**config.mk**
```make
export PLATFORM = sky130hd
export DESIGN_NAME = cic_comp_fir_dec2
export DESIGN_NICKNAME = d
export VERILOG_FILES = /design/src/rtl/cic_comp_fir_dec2.sv
export SDC_FILE = /design/constraint.sdc
export NUM_CORES = 2
export LEC_CHECK = 0
export CAP_MARGIN = 30
export CORE_ASPECT_RATIO = 1.2
export CORE_UTILIZATION = 30
export DETAILED_ROUTE_END_ITERATION = 10
export HOLD_SLACK_MARGIN = 0.05
export PLACE_DENSITY = 0.46
export SLEW_MARGIN = 20
export SYNTH_ARGS = -nofsm -noshare
export SYNTH_HDL_FRONTEND = slang
export SYNTH_SLANG_ARGS = --single-unit
```
**constraint.sdc**
```tcl
create_clock -name clock -period 5.6 [get_ports clock]
set_clock_uncertainty 0.15 [all_clocks]
set_input_delay 0.84 -clock clock [delete_from_list [all_inputs] [get_ports clock]]
set_output_delay 0.84 -clock clock [all_outputs]
set_load 0.02 [all_outputs]
```
**src/rtl/cic_comp_fir_dec2.sv**
```systemverilog
// Decimate-by-2 CIC compensation FIR.
// A circular sample buffer collects every input sample. Every second sample starts
// a TAPS-long multiply-accumulate pass through one shared MAC. The result is rounded
// half-up, saturated, and presented for one strobe cycle.
//
// state | meaning
// IDLE  | waiting for a trigger (odd-numbered sample); coefficient writes allowed
// RUN   | issuing taps k = 0..TAPS-1 into the read/multiply/accumulate pipeline
// DRAIN | pipeline flush (3 cycles); last cycle rounds, saturates and fires out_strobe
module cic_comp_fir_dec2 #(
  parameter int IN_WIDTH   = 18,
  parameter int OUT_WIDTH  = 24,
  parameter int COEF_WIDTH = 18,
  parameter int TAPS       = 32,
  parameter int ACC_WIDTH  = 48
) (
  input  logic                          clock,
  input  logic                          reset,
  input  logic                          in_strobe,
  input  logic [IN_WIDTH-1:0]           in_data,
  input  logic                          coef_we,
  input  logic [$clog2(TAPS)-1:0]       coef_addr,
  input  logic [COEF_WIDTH-1:0]         coef_data,
  output logic                          out_strobe,
  output logic [OUT_WIDTH-1:0]          out_data,
  output logic                          busy,
  output logic                          overrun
);

  localparam int AW    = $clog2(TAPS);
  localparam int BW    = AW + 1;
  localparam int FW    = AW + 2;
  localparam int PW    = IN_WIDTH + COEF_WIDTH;
  localparam int SHIFT = COEF_WIDTH - 1 - (OUT_WIDTH - IN_WIDTH);

  localparam logic [AW-1:0] K_LAST   = AW'(TAPS - 1);
  localparam logic [FW-1:0] FILL_MAX = FW'(2 * TAPS);

  localparam logic signed [ACC_WIDTH:0] RND_HALF =
    (ACC_WIDTH+1)'(1) << (SHIFT - 1);
  localparam logic signed [ACC_WIDTH:0] OUT_MAX =
    ((ACC_WIDTH+1)'(1) << (OUT_WIDTH - 1)) - (ACC_WIDTH+1)'(1);
  localparam logic signed [ACC_WIDTH:0] OUT_MIN = -((ACC_WIDTH+1)'(1) << (OUT_WIDTH - 1));

  typedef enum logic [1:0] {
    IDLE  = 2'd0,
    RUN   = 2'd1,
    DRAIN = 2'd2
  } state_t;

  state_t state, state_nxt;

  logic signed [IN_WIDTH-1:0]   sample_mem [2*TAPS];
  logic signed [COEF_WIDTH-1:0] coef_mem   [TAPS];

  logic [BW-1:0] wptr;
  logic          phase;
  logic [FW-1:0] fill_cnt;
  logic [FW-1:0] fill_inc;

  logic [BW-1:0] newest;
  logic [FW-1:0] fill_snap;
  logic [AW-1:0] tap_k;
  logic [1:0]    drain_cnt;

  logic          trigger;
  logic          start;
  logic          fire;
  logic          coef_wr_ok;
  logic [BW-1:0] rd_addr;
  logic          tap_live;

  logic                         rd_valid;
  logic signed [IN_WIDTH-1:0]   rd_x;
  logic signed [COEF_WIDTH-1:0] rd_c;
  logic                         mul_valid;
  logic signed [PW-1:0]         mul_p;
  logic signed [ACC_WIDTH-1:0]  acc;

  logic signed [ACC_WIDTH:0]    acc_rnd;
  logic signed [ACC_WIDTH:0]    acc_shr;
  logic [OUT_WIDTH-1:0]         out_sat;

  // Trigger and sample-history bookkeeping shared by the FSM and the buffers.
  always_comb begin
    trigger    = in_strobe && phase;
    fill_inc   = (fill_cnt == FILL_MAX) ? fill_cnt : fill_cnt + FW'(1);
    coef_wr_ok = coef_we && (state == IDLE) && !trigger;
    rd_addr    = newest - BW'(tap_k);
    tap_live   = FW'(tap_k) < fill_snap;
  end

  // FSM next state and one-cycle control pulses.
  always_comb begin
    state_nxt = state;
    start     = 1'b0;
    fire      = 1'b0;
    case (state)
      IDLE: begin
        if (trigger) begin
          start     = 1'b1;
          state_nxt = RUN;
        end
      end
      RUN: begin
        if (tap_k == K_LAST) state_nxt = DRAIN;
      end
      DRAIN: begin
        if (drain_cnt == 2'd0) begin
          fire      = 1'b1;
          state_nxt = IDLE;
        end
      end
      default: state_nxt = IDLE;
    endcase
  end

  // FSM state register.
  always_ff @(posedge clock) begin
    if (reset) state <= IDLE;
    else       state <= state_nxt;
  end

  // Tap index during RUN and flush countdown during DRAIN.
  always_ff @(posedge clock) begin
    if (reset) begin
      tap_k     <= '0;
      drain_cnt <= '0;
    end else begin
      if (start)               tap_k <= '0;
      else if (state == RUN)   tap_k <= tap_k + AW'(1);
      if (state == RUN && tap_k == K_LAST) drain_cnt <= 2'd2;
      else if (state == DRAIN)             drain_cnt <= drain_cnt - 2'd1;
    end
  end

  // Write pointer, decimation phase, fill count and per-run snapshots.
  always_ff @(posedge clock) begin
    if (reset) begin
      wptr      <= '0;
      phase     <= 1'b0;
      fill_cnt  <= '0;
      newest    <= '0;
      fill_snap <= '0;
    end else begin
      if (in_strobe) begin
        wptr     <= wptr + BW'(1);
        phase    <= ~phase;
        fill_cnt <= fill_inc;
      end
      if (start) begin
        newest    <= wptr;
        fill_snap <= fill_inc;
      end
    end
  end

  // Sample buffer: every accepted strobe lands here regardless of FSM state.
  always_ff @(posedge clock) begin
    if (in_strobe && !reset) sample_mem[wptr] <= in_data;
  end

  // Coefficient RAM: host writes only land while the MAC is quiet.
  always_ff @(posedge clock) begin
    if (coef_wr_ok) coef_mem[coef_addr] <= coef_data;
  end

  // Pipeline valid flags for the read and multiply stages.
  always_ff @(posedge clock) begin
    if (reset) begin
      rd_valid  <= 1'b0;
      mul_valid <= 1'b0;
    end else begin
      rd_valid  <= (state == RUN);
      mul_valid <= rd_valid;
    end
  end

  // Read and multiply stages; taps beyond the filled history read as zero.
  always_ff @(posedge clock) begin
    rd_x  <= tap_live ? sample_mem[rd_addr] : '0;
    rd_c  <= coef_mem[tap_k];
    mul_p <= rd_x * rd_c;
  end

  // Accumulator: cleared at the trigger, sums full-precision products.
  always_ff @(posedge clock) begin
    if (reset)          acc <= '0;
    else if (start)     acc <= '0;
    else if (mul_valid) acc <= acc + ACC_WIDTH'(mul_p);
  end

  // Round half up, arithmetic shift, then clamp to the output range.
  always_comb begin
    acc_rnd = (ACC_WIDTH+1)'(acc) + RND_HALF;
    acc_shr = acc_rnd >>> SHIFT;
    if (acc_shr > OUT_MAX)      out_sat = OUT_WIDTH'(OUT_MAX);
    else if (acc_shr < OUT_MIN) out_sat = OUT_WIDTH'(OUT_MIN);
    else                        out_sat = OUT_WIDTH'(acc_shr);
  end

  // Output register, strobe and sticky overrun flag.
  always_ff @(posedge clock) begin
    if (reset) begin
      out_strobe <= 1'b0;
      out_data   <= '0;
      overrun    <= 1'b0;
    end else begin
      out_strobe <= fire;
      if (fire) out_data <= out_sat;
      if (trigger && state != IDLE) overrun <= 1'b1;
    end
  end

  assign busy = (state != IDLE);

endmodule

```
## Word level (Yosys, flattened, before mapping)

Memory sizes are Yosys's and may differ from the RTL's. A register that Yosys moved wholly into a read port is not among the register bits.
Index checks and enable logic that the tools add are counted.

- Input bits: 45
- Memories kept: 2
- RAM bits: 1728
- Flip-flop bits (word level): 148

Memory list:

| name | words | bits a word | rd ports | clocked after memory_dff | wr ports | RTL line | source |
|---|---|---|---|---|---|---|---|
| sample_mem | 64 | 18 | 1 | 1 | 1 | 53 | `logic signed [IN_WIDTH-1:0] sample_mem [2*TAPS];` |
| coef_mem | 32 | 18 | 1 | 1 | 1 | 54 | `logic signed [COEF_WIDTH-1:0] coef_mem [TAPS];` |

- $add $sub $neg: 7
- Reduce and logical (&&, ||, !) cells: 16
- Bitwise gates (word level): 1
- Multiplexer cells: 17
- Multiply operators: 1
- Eq/ne operators: 7
- Magnitude comparators: 3

Operators with widths:

| operator | number |
|---|---|
| $add A48 B12 Y49 const B | 1 |
| $add A48 B36 Y48 | 1 |
| $mux W24 | 2 |
| $gt A38 B24 Y1 const B | 1 |
| $lt A38 B24 Y1 const B | 1 |
| $mul A18 B18 Y36 | 1 |
| $mux W2 | 5 |
| $mux W1 | 8 |
| $add A7 B1 Y7 const B | 1 |
| $eq A7 B7 Y1 const B | 1 |
| $lt A5 B7 Y1 | 1 |
| $mux W7 | 1 |
| $add A6 B1 Y6 const B | 1 |
| $logic_and A1 B1 Y1 | 6 |
| $ne A2 B2 Y1 const B | 3 |
| $pmux W2 S3 | 1 |
| $sub A6 B5 Y6 | 1 |
| $add A5 B1 Y5 const B | 1 |
| $eq A5 B5 Y1 const B | 1 |
| $logic_not A2 Y1 | 2 |
| $reduce_bool A2 Y1 | 2 |
| $reduce_or A2 Y1 | 2 |
| $logic_not A1 Y1 | 3 |
| $reduce_and A3 Y1 | 1 |
| other kinds (4) | 4 |

## Longest topological paths before layout

- Depth in word-level cells: 5
- Mapped depth: 27

## Worst setup path after synthesis

OpenSTA, ideal clock, no wires.

- Path type: flip-flop to flip-flop
- From: register rd_c[9] (read register of coef_mem)
- To: register mul_p[34]
- Period minus slack after synthesis: 6154 ps
- Data arrival time: 5886 ps
- Slack: -554 ps
- Stages on the path, launching flop included: 26
- Path buffers: 2
- Cells stage by stage: dfxtp_1 clkbuf_1 clkbuf_1 nand2_1 fa_1 inv_1 fa_1 inv_1 fa_1 inv_1 fa_1 fa_1 inv_1 fa_1 inv_1 ha_1 o21ai_0 nor2b_1 nor3_1 nand2_1 o21ai_0 o211ai_1 a211o_1 o21ai_0 a21oi_1 xnor2_1

- Longest elaborated chain between the ends: 1

RTL lines:

| what | RTL line | source |
|---|---|---|
| start, declared | 75 | `logic signed [COEF_WIDTH-1:0] rd_c;` |
| $mul A18 B18 Y36 | 183 | `mul_p <= rd_x * rd_c;` |
| end signal, assigned | 183 |  |
| end, declared | 77 | `logic signed [PW-1:0] mul_p;` |

No other way between the ends.
A chain may end at the register's enable or synchronous reset.

## Worst setup path in the final report

- From: register rd_x[14] (read register of sample_mem)
- To: register mul_p[32]

- Longest elaborated chain between the ends: 1

RTL lines:

| what | RTL line | source |
|---|---|---|
| start, declared | 74 | `logic signed [IN_WIDTH-1:0] rd_x;` |
| $mul A18 B18 Y36 | 183 |  |

No other way between the ends.

==> impl_metrics.env <==
export IMPL_status="complete, but fails checks"
export IMPL_violations="negative setup slack"
export IMPL_clk_pin_slew_ps=70
export IMPL_rows=216
export IMPL_synth_seq_area_share_pct=63.5
export IMPL_hold_viol_final=0
export IMPL_post_place_ws_ps=-721
export IMPL_gp_congestion=0.798
export IMPL_worstSetupPathType="register to register"
export IMPL_final_common_cell="edfxtp_1"
export IMPL_grt_pass1_vias=48700
export IMPL_cp_end_kind="register"
export IMPL_crit_top_cell="fa_1"
export IMPL_grt_max_degree=65
export IMPL_hold_slack_ps=249
export IMPL_die_area_mm2=0.294
export IMPL_clk_latency_ps=880
export IMPL_fin_util_pct=35.7
export IMPL_p_leak_nw=35.4
export IMPL_fin_crit_ps=5890
export IMPL_worstPathBufferInverterCount=6
export IMPL_grt_pass1_wl_um=339000
export IMPL_drtAntennaViolNets=0
export IMPL_fin_crit_sh_pct=105
export IMPL_worstMarginPinSlew_ps=1080
export IMPL_vias=45400
export IMPL_synth_enable_flop_cells=1728
export IMPL_tns_ps=-1800
export IMPL_synthCells=5055
export IMPL_cp_depth=23
export IMPL_cts_sinks=1912
export IMPL_holdBufCountCts=0
export IMPL_wl_um=231000
export IMPL_final_cell_mix="edfxtp_1 (1728), mux4_2 (540), inv_1 (395)"
export IMPL_cap_violations=0
export IMPL_area_growth_pct=18.1
export IMPL_critPathRequiredTime_ps=6150
export IMPL_reg2reg_depth=23
export IMPL_drtIter0Drc=3076
export IMPL_crit_path_max_fanout=6
export IMPL_p_clk_share_pct=19.7
export IMPL_power_total_mw=67.2
export IMPL_cts_buffers=206
export IMPL_first_pass_iters=5
export IMPL_power_density_mw_per_mm2=651
export IMPL_dp_hpwl_um=144000
export IMPL_slowest_delay_ps=560
export IMPL_rsz0062_at_grt="yes"
export IMPL_io_pins=72
export IMPL_cts_root_buf="clkbuf_16"
export IMPL_swShare_pct=35.4
export IMPL_p_int_mw=43.4
export IMPL_htreeDepth=4
export IMPL_dpl_cell_area_mm2=0.0957
export IMPL_layout_setup_ws_ps=-292
export IMPL_grt_overflow=0
export IMPL_drc=0
export IMPL_yosysWarnings=0
export IMPL_synth_area_mm2=0.0875
export IMPL_floorplan_die_width_um=495
export IMPL_fillCellCount=27100
export IMPL_power_frac_comb_pct=55.8
export IMPL_synth_cell_types=84
export IMPL_synth_seq_cells=1912
export IMPL_layout_drive_gt1_share_pct=28.4
export IMPL_startpoint_type="register"
export IMPL_design_area_mm2=0.103
export IMPL_hold_path_class="input port to register"
export IMPL_setup_viol=10
export IMPL_synth_nets=5587
export IMPL_fmax_mhz=170
export IMPL_syn_avg_cell_area_um2=17.3
export IMPL_cts_tree="yes"
export IMPL_core_area_mm2=0.289
export IMPL_final_cells=9492
export IMPL_initial_core_util_pct=30.2
export IMPL_critical_path_cell_chain="buf_8 > and2_1 > fa_1 > fa_1 > ha_1 > inv_1 > fa_1 > inv_1 > fa_1 > inv_1 > fa_1 > inv_1 > ha_4 > buf_4 > nand3_2 > nor3_2 > nand2_1 > o21ai_2 > o211ai_1 > a211o_1 > o21bai_1 > a21oi_1 > xnor2_1"
export IMPL_cp_arrival_ps=6440
export IMPL_ys_flop_type="edfxtp_1"
export IMPL_wl_per_cell_um=24.4
export IMPL_relSlewSlack_pct=27.4
export IMPL_critPathTopFamily="adder cells"
export IMPL_antenna_found_initial=14
export IMPL_post_drt_via_cell_ratio=4.78
export IMPL_min_path_cells=2
export IMPL_switchingPower_mw=23.8
export IMPL_peakVddDrop_v=0.00165
export IMPL_die_h_um=594
export IMPL_drv_slew=0
export IMPL_power_frac_seq_pct=24.4
export IMPL_io_buffer_count=71
export IMPL_place_inst=9082
export IMPL_fin_nets=6040
export IMPL_clock_path_buffers=4
export IMPL_ys_async_sr_fraction_pct=0
export IMPL_grt_use_total_pct=15.8
export IMPL_slowest_stage="fa_1"
==> cell families (layout without fill, tap and decap cells) <==
logic type	Yosys count	after routing	synth area share [%]
simple gates	929	929	5.21
flops	1912	1912	63.5
buf+inv	666	1282	2.99
fa+ha+maj	487	487	9.80
compound gates	341	341	2.71
mux	594	594	14.5
other cells	0	6	0
xor+xnor	126	126	1.27
==> worst register-to-register path, stage by stage (launching register included) <==
cell and delay (ps):
dfxtp_4 400, buf_8 150, and2_1 160, fa_1 560, fa_1 420, ha_1 290
inv_1 60, fa_1 520, inv_1 60, fa_1 530, inv_1 50, fa_1 470
inv_1 60, ha_4 270, buf_4 150, nand3_2 110, nor3_2 180, nand2_1 80
o21ai_2 170, o211ai_1 140, a211o_1 360, o21bai_1 140, a21oi_1 90, xnor2_1 130
==> cell type report <==
cell class / instances / area [um2] / area share [%]
clock buffers: 263 / 5440 / 5.27
repair buffers: 478 / 4510 / 4.37
flip-flops and latches: 1912 / 55700 / 53.9
clock inverters: 108 / 1020 / 0.984
inverters: 433 / 1630 / 1.57
multi-input cells: 2477 / 30300 / 29.3
well taps: 3815 / 4770 / 4.62
diodes: 6 / 15.0 / 0.0145
==> flip-flops by register name (all words and copies together) (netlist names), 5 cells and up <==
register	cells
fill_cnt	7
acc	48
rd_x	18
sample_mem	1152
out_data	24
mul_p	36
rd_c	18
tap_k	5
fill_snap	7
newest	6
wptr	6
coef_mem	576
==> what timing repair did <==
action / in CTS / in global routing
cloned: 0 / 1
resized for setup: 155 / 113
buffers inserted: 16 / 17
endpoints found under the setup margin: 20 / 20
pin swaps: 89 / 89
==> worst paths after layout <==
path                                                 from                         to  slack [ps]
worst max-delay path                  rd_x[14]$_SDFF_PP0_          mul_p[32]$_DFF_P_        -290
worst min-delay path                                reset  out_data[23]$_SDFFE_PP0P_         250
worst max register to register        rd_x[14]$_SDFF_PP0_          mul_p[32]$_DFF_P_        -290
worst min register to register  fill_snap[2]$_SDFFE_PP0P_  fill_snap[2]$_SDFFE_PP0P_         310
==> cells in the mapped netlist, types with 19 or more instances <==
library cell	n	share of area [%]
mux4_2	540	14
inv_1	433	1.9
fa_1	331	7.6
and2_1	160	1.1
a211oi_1	49	0.42
xor2_1	42	0.42
nor3_1	19	0.11
dfxtp_1	184	4.2
nand2_1	298	1.3
buf_1	33	0.14
a21o_1	42	0.36
a211oi_2	21	0.30
nor2_1	246	1.1
xnor2_1	83	0.83
a21oi_1	97	0.55
ha_1	156	2.2
o21ai_0	45	0.26
nor2b_1	36	0.26
mux2i_1	54	0.62
clkbuf_1	177	0.76
nand4_1	22	0.16
and3_1	19	0.14
nand3_1	44	0.25
edfxtp_1	1728	59
==> power groups by stage <==
| stage | registers, mW | clock network [mW] | logic [mW] |
|---|---|---|---|
| floorplan | 16.6 | 0 | 21.7 |
| global placement | 16.7 | 0 | 32.7 |
| detailed placement | 16.7 | 0 | 32.8 |
| CTS | 16.4 | 13.7 | 36.0 |
| global route | 16.5 | 14.2 | 42.2 |
| finish | 16.4 | 13.3 | 37.5 |
==> layer usage <==
| layer | share of wire [%] | GRT usage (%) | vias up | routed length (um) |
|---|---|---|---|---|
| li1 | - | - | 20000 | - |
| met1 | 44 | 21.5 | 24200 | 103000 |
| met2 | 49 | 26.5 | 861 | 114000 |
| met3 | 4.0 | 2.08 | 277 | 9350 |
| met4 | 2.1 | 3.66 | 4 | 4940 |
| met5 | 0.0099 | 0 | - | 23 |
No activity file was read; power rests on OpenSTA's default activity.
